--- src/rtl/pll_reset_seq.sv ---
// Reset sequencer behind the PLL: syncs `locked`, waits for stable lock, then releases reset domains in order.
// Latency: rst_out_n[i] releases 2+LOCK_STABLE_CYCLES+i*STAGE_GAP edges after `locked` rises; loss re-asserts within 3 edges.
// Backpressure: none, all outputs are registered levels. PLL_RESET_SEQ_WATCHDOG_EN builds the lock-timeout PLL reset pulse.
module pll_reset_seq #(
    parameter int LOCK_STABLE_CYCLES = 256,
    parameter int STAGES             = 3,
    parameter int STAGE_GAP          = 8,
    parameter int WATCHDOG_CYCLES    = 65536
) (
    input  logic              clk,
    input  logic              reset_n,
    input  logic              locked,
    output logic [STAGES-1:0] rst_out_n,
    output logic              ready,
    output logic [7:0]        loss_count,
    output logic              pll_rst
);

    localparam int SW = $clog2(LOCK_STABLE_CYCLES + 1);
    localparam int GW = $clog2(STAGE_GAP + 1);
    localparam logic [SW-1:0] STAB_MAX = SW'(LOCK_STABLE_CYCLES);
    localparam logic [GW-1:0] GAP_MAX  = GW'(STAGE_GAP);

    typedef enum logic [1:0] {WAIT_LOCK, STABLE, RELEASE, RUN} state_t;

    if (LOCK_STABLE_CYCLES < 1 || STAGES < 1 || STAGES > 8 || STAGE_GAP < 1 || WATCHDOG_CYCLES < 1) begin : g_bad_param
        $error("pll_reset_seq: illegal parameter value");
    end

    state_t            state, state_nxt;
    logic              sync1, locked_s;
    logic [SW-1:0]     stab, stab_nxt;
    logic [GW-1:0]     gap, gap_nxt;
    logic [STAGES-1:0] rst_nxt;
    logic              ready_nxt;
    logic [7:0]        loss_nxt;
    logic              rel_entry;
    logic              wd_hold;

    always_ff @(posedge clk or negedge reset_n) begin
        if (!reset_n) begin
            sync1    <= 1'b0;
            locked_s <= 1'b0;
        end else begin
            sync1    <= locked;
            locked_s <= sync1;
        end
    end

    // Stability window completes on this edge; shared with the watchdog so it can clear on the same edge.
    assign rel_entry = locked_s &&
                       ((state == WAIT_LOCK && STAB_MAX == SW'(1)) ||
                        (state == STABLE && (stab + SW'(1)) == STAB_MAX));

    always_comb begin
        state_nxt = state;
        stab_nxt  = stab;
        gap_nxt   = gap;
        rst_nxt   = rst_out_n;
        ready_nxt = ready;
        loss_nxt  = loss_count;
        unique case (state)
            WAIT_LOCK: begin
                rst_nxt   = '0;
                ready_nxt = 1'b0;
                stab_nxt  = '0;
                if (locked_s) begin
                    stab_nxt  = SW'(1);
                    state_nxt = STABLE;
                end
            end
            STABLE: begin
                if (!locked_s) begin
                    state_nxt = WAIT_LOCK;
                    stab_nxt  = '0;
                end else begin
                    stab_nxt = stab + SW'(1);
                end
            end
            RELEASE, RUN: begin
                if (!locked_s) begin
                    state_nxt = WAIT_LOCK;
                    stab_nxt  = '0;
                    rst_nxt   = '0;
                    ready_nxt = 1'b0;
                    if (loss_count != 8'hff) loss_nxt = loss_count + 8'd1;
                end else if (state == RELEASE) begin
                    gap_nxt = gap + GW'(1);
                    if (gap_nxt == GAP_MAX) begin
                        gap_nxt = '0;
                        // Released stages are a contiguous run from bit 0, so shifting in releases the next one.
                        rst_nxt = rst_out_n | (rst_out_n << 1);
                        if (rst_nxt[STAGES-1]) begin
                            state_nxt = RUN;
                            ready_nxt = 1'b1;
                        end
                    end
                end
            end
            default: state_nxt = WAIT_LOCK;
        endcase

        if (rel_entry) begin
            stab_nxt = '0;
            gap_nxt  = '0;
            rst_nxt  = STAGES'(1);
            if (STAGES == 1) begin
                state_nxt = RUN;
                ready_nxt = 1'b1;
            end else begin
                state_nxt = RELEASE;
            end
        end

        if (wd_hold) begin
            state_nxt = WAIT_LOCK;
            stab_nxt  = '0;
            rst_nxt   = '0;
            ready_nxt = 1'b0;
        end
    end

    always_ff @(posedge clk or negedge reset_n) begin
        if (!reset_n) begin
            state      <= WAIT_LOCK;
            stab       <= '0;
            gap        <= '0;
            rst_out_n  <= '0;
            ready      <= 1'b0;
            loss_count <= '0;
        end else begin
            state      <= state_nxt;
            stab       <= stab_nxt;
            gap        <= gap_nxt;
            rst_out_n  <= rst_nxt;
            ready      <= ready_nxt;
            loss_count <= loss_nxt;
        end
    end

`ifdef PLL_RESET_SEQ_WATCHDOG_EN
    localparam int TW = $clog2(WATCHDOG_CYCLES + 1);
    localparam logic [TW-1:0] WD_MAX = TW'(WATCHDOG_CYCLES);

    logic [TW-1:0] wd_timer, wd_timer_nxt;
    logic [4:0]    pulse, pulse_nxt;
    logic          wd_fire;

    // The FSM is held in WAIT_LOCK for the whole pulse, so a release can never overlap pll_rst.
    always_comb begin
        wd_fire      = 1'b0;
        wd_timer_nxt = '0;
        if ((state == WAIT_LOCK || state == STABLE) && !(rel_entry && pulse == 5'd0)) begin
            wd_timer_nxt = wd_timer + TW'(1);
            if (wd_timer_nxt == WD_MAX) begin
                wd_fire      = 1'b1;
                wd_timer_nxt = '0;
            end
        end
        if (wd_fire)              pulse_nxt = 5'd16;
        else if (pulse != 5'd0)   pulse_nxt = pulse - 5'd1;
        else                      pulse_nxt = 5'd0;
        wd_hold = wd_fire || (pulse != 5'd0);
    end

    always_ff @(posedge clk or negedge reset_n) begin
        if (!reset_n) begin
            wd_timer <= '0;
            pulse    <= '0;
            pll_rst  <= 1'b0;
        end else begin
            wd_timer <= wd_timer_nxt;
            pulse    <= pulse_nxt;
            pll_rst  <= (pulse_nxt != 5'd0);
        end
    end
`else
    assign wd_hold = 1'b0;
    assign pll_rst = 1'b0;
`endif

endmodule

--- config.mk ---
export PLATFORM = sky130hd
export DESIGN_NAME = pll_reset_seq
export DESIGN_NICKNAME = d
export VERILOG_FILES = /design/src/rtl/pll_reset_seq.sv
export SDC_FILE = /design/constraint.sdc
export NUM_CORES = 1
export LEC_CHECK = 0
export CORE_ASPECT_RATIO = 0.7
export CORE_MARGIN = 4
export CORE_UTILIZATION = 29
export CTS_CLUSTER_SIZE = 10
export DETAILED_ROUTE_END_ITERATION = 16
export HOLD_SLACK_MARGIN = 0.1
export PLACE_DENSITY = 0.5
export SLEW_MARGIN = 20
export SYNTH_ARGS = -nofsm -noshare
export SYNTH_HDL_FRONTEND = slang
export SYNTH_SLANG_ARGS = --single-unit
--- constraint.sdc ---
create_clock -name clk -period 2.7 [get_ports clk]
set_input_delay 0.405 -clock clk [delete_from_list [all_inputs] [get_ports clk]]
set_output_delay 0.405 -clock clk [all_outputs]
set_load 0.1 [all_outputs]
==> flow_metrics.py <==
metrics = {
    "final_layout": {
        "syn_to_final_growth_pct": 18.7,
        "design_area_um2": 1850,
        "utilization": 0.372,
        "diodes": 0,
        "final_nets": 177,
        "fillers": 492,
        "drive_above_1_share": 0.199,
    },
    "placement": {
        "dpl_cell_area_um2": 1750,
        "port_buffers": 14,
        "place_hpwl_um": 2340,
        "place_ws_ns": 0.649,
        "gp_congestion": 0.847,
    },
    "sta": {
        "worst_slack_ns": 0.664,
        "max_freq_ghz": 0.491,
        "final_max_slew_viol_count": 0,
        "grt_setup_unrepaired": "no",
        "finalSetupViolCount": 0,
        "clock-skew-final_ns": 0.00447,
        "min_period_ns": 2.04,
        "slew-limit-headroom": 0.655,
        "worst_pin_slew_ns": 0.516,
        "hold_viol_final": 0,
        "tns_ns": 0,
        "final.period_utilization": 0.754,
    },
    "die": {
        "die_area_um2": 6620,
        "die_w_um": 95.5,
        "io_pins": 16,
        "num_rows": 21,
        "die_y_um": 69.3,
        "initial_core_util": 0.313,
        "core-area_um2": 4970,
    },
    "power_and_ir_drop": {
        "pwr-share-clk": 0.445,
        "intPower_uw": 681,
        "power_frac_comb": 0.044,
        "p_sw_uw": 191,
        "leakage_uw": 0.000816,
        "ir_drop_uv": 215,
        "power.density_nw_per_um2": 472,
        "swShare": 0.219,
        "seq_power_share": 0.512,
        "power_uw": 871,
    },
    "detailed_routing": {
        "routed_wl_um": 3110,
        "ant_nets": 0,
        "drt_iter0_drc": 42,
        "viasPerCell": 4.92,
        "drc": 0,
        "wire_per_inst_um": 13.0,
        "dr.pass1.iters": 4,
        "dr_total_vias": 1180,
    },
    "logic_synthesis": {
        "synth-async-reset-ratio": 1.00,
        "netlist_area_um2": 1560,
        "yosysUniqueCellTypes": 47,
        "ys_top_cells_by_area": "dfrtp_1, xnor2_1, nand2_1",
        "yosysWarnings": 0,
        "ys_seq_elements": 29,
        "seq_area_frac_synth": 0.467,
        "syn_inst": 152,
        "synth_top_area_share": 0.467,
        "yosysMostFrequentCell": "dfrtp_1",
        "synth-edff-count": 0,
        "synth_common_cells": "dfrtp_1, nand2_1, o21ai_0",
        "synthesis.nets": 159,
        "yosysTopAreaCell": "dfrtp_1",
        "syn_area_per_cell_um2": 10.2,
        "synth_top_flop_cell": "dfrtp_1",
    },
    "clocking": {
        "cts_tree": "done",
        "clk_latency_ns": 0.28,
        "ctsResizeCount": 0,
        "numClockSinks": 29,
        "cts_max_level": 2,
        "cts_hold_buf": 0,
        "clockBufferDepth": 2,
        "numCtsBuffers": 5,
        "clockRootBuffer": "clkbuf_8",
        "clk_pin_slew_ns": 0.06,
        "cts_setup_buffers": 0,
    },
    "critical_path": {
        "required_ns": 2.84,
        "setup.worst_path.end_class": "register",
        "slowest_stage": "dfrtp_1",
        "path_class": "reg -> reg",
        "crit_chain": "ha_1, a21bo_2, a2111oi_2, o221ai_2, nor2_4, a311oi_1",
        "max_stage_delay_ns": 0.45,
        "worst_setup_path_start_kind": "register",
        "cp.arrival_ns": 2.18,
        "cp_max_fo": 8,
        "cpLargestDelayFamily": "compound AO/OA/AOI/OAI gates",
        "critical_path_buf_inv_count": 0,
    },
    "grt": {
        "antenna_found_initial": 0,
        "grt_pass1_vias": 1046,
        "grt_overflow": 0,
        "groute.usage.overall": 0.105,
        "grt_pass1_wl_um": 5360,
        "grt_max_degree": 16,
    },
    "run_status": {
        "status": "completed",
    },
    "job": {
        "cap_viol_max_count": 0,
    },
    "worst_hold_path": {
        "hp-class": "reg -> reg",
    },
}
## worst paths after layout
path | startpoint | end | slack (ns) | cells after the start
min | sync1$_DFF_PN0_ | locked_s$_DFF_PN0_ | 0.35 | 0
max reg2reg | stab[0]$_DFFE_PN0P_ | rst_out_n[2]$_DFFE_PN0P_ | 0.66 | 6
max | stab[0]$_DFFE_PN0P_ | rst_out_n[2]$_DFFE_PN0P_ | 0.66 | 6
min in group asynchronous | reset_n | stab[4]$_DFFE_PN0P_ | 0.47 | 2
max in group asynchronous | reset_n | loss_count[5]$_DFFE_PN0P_ | 2.05 | 2
min reg2reg | sync1$_DFF_PN0_ | locked_s$_DFF_PN0_ | 0.35 | 0
## power groups by stage
| stage | registers, uW | logic (uW) | clock network [uW] |
|---|---|---|---|
| after floorplan | 451 | 24.0 | 0 |
| after global placement | 454 | 39.5 | 0 |
| after detailed placement | 454 | 39.2 | 0 |
| after CTS | 446 | 39.5 | 402 |
| after global routing | 446 | 43.1 | 420 |
| final | 446 | 38.2 | 387 |
## cells in the final DEF, fill, tap and decap left out, drive strengths merged, types with 4 or more instances in the layout
| master | n |
|---|---|
| xnor2 | 8 |
| and3 | 5 |
| nor2 | 7 |
| nand4 | 4 |
| buf | 15 |
| dfrtp | 29 |
| inv | 7 |
| a21oi | 7 |
| nand2 | 16 |
| o31ai | 5 |
| o21ai | 11 |
| nand3b | 4 |
| xor2 | 4 |
| ha | 4 |
| clkbuf | 7 |
## worst register-to-register path: stages (launching register included)
cell       delay (ns)
dfrtp_1          0.45
ha_1             0.29
a21bo_2          0.21
a2111oi_2        0.34
o221ai_2         0.24
nor2_4           0.24
a311oi_1         0.13
## sequential cells by signal, summed over array words and instances, names as in the netlist
name and count:
gap 4, locked_s 1, loss_count 8, ready 1, rst_out_n 3, stab 9
state 2, sync1 1
## layer usage
| layer | up-vias | part of all wire | GRT usage |
|---|---|---|---|
| met3 | 7 | 0.029 | 0.0260 |
| met2 | 25 | 0.43 | 0.137 |
| met4 | 0 | 0.022 | 0.0473 |
| met5 | - | 0 | 0 |
| li1 | 594 | - | - |
| met1 | 554 | 0.52 | 0.158 |
## cell families (layout without fill, tap and decap cells)
family	after synthesis	after routing	share of synthesized area
simple gates	48	48	0.167
compound gates	43	43	0.216
flops	29	29	0.467
buf+inv	13	32	0.0354
xor+xnor	12	12	0.0676
fa+ha+maj	4	4	0.0322
mux	2	2	0.0137
other cells	1	1	0.00241
## stage by stage
| step | cells | hold WS (ns) |
|---|---|---|
| after floorplan | 152 | 0.109 |
| final | 240 | 0.350 |
| after detailed placement | 232 | 0.337 |
| after CTS | 240 | 0.351 |
| after global routing | 240 | 0.359 |
| after global placement | 232 | 0.341 |
## layout make-up
class | instances | area (um2) | share of cell area
sequential | 29 | 726 | 0.393
clock buffer | 7 | 96.3 | 0.0522
tap | 69 | 86.3 | 0.0467
inverter | 7 | 26.3 | 0.0142
multi-input combinational | 110 | 774 | 0.419
clock inverter | 1 | 5.00 | 0.00271
timing repair buffer | 17 | 133 | 0.0718
(Power assumes the default switching activity.)
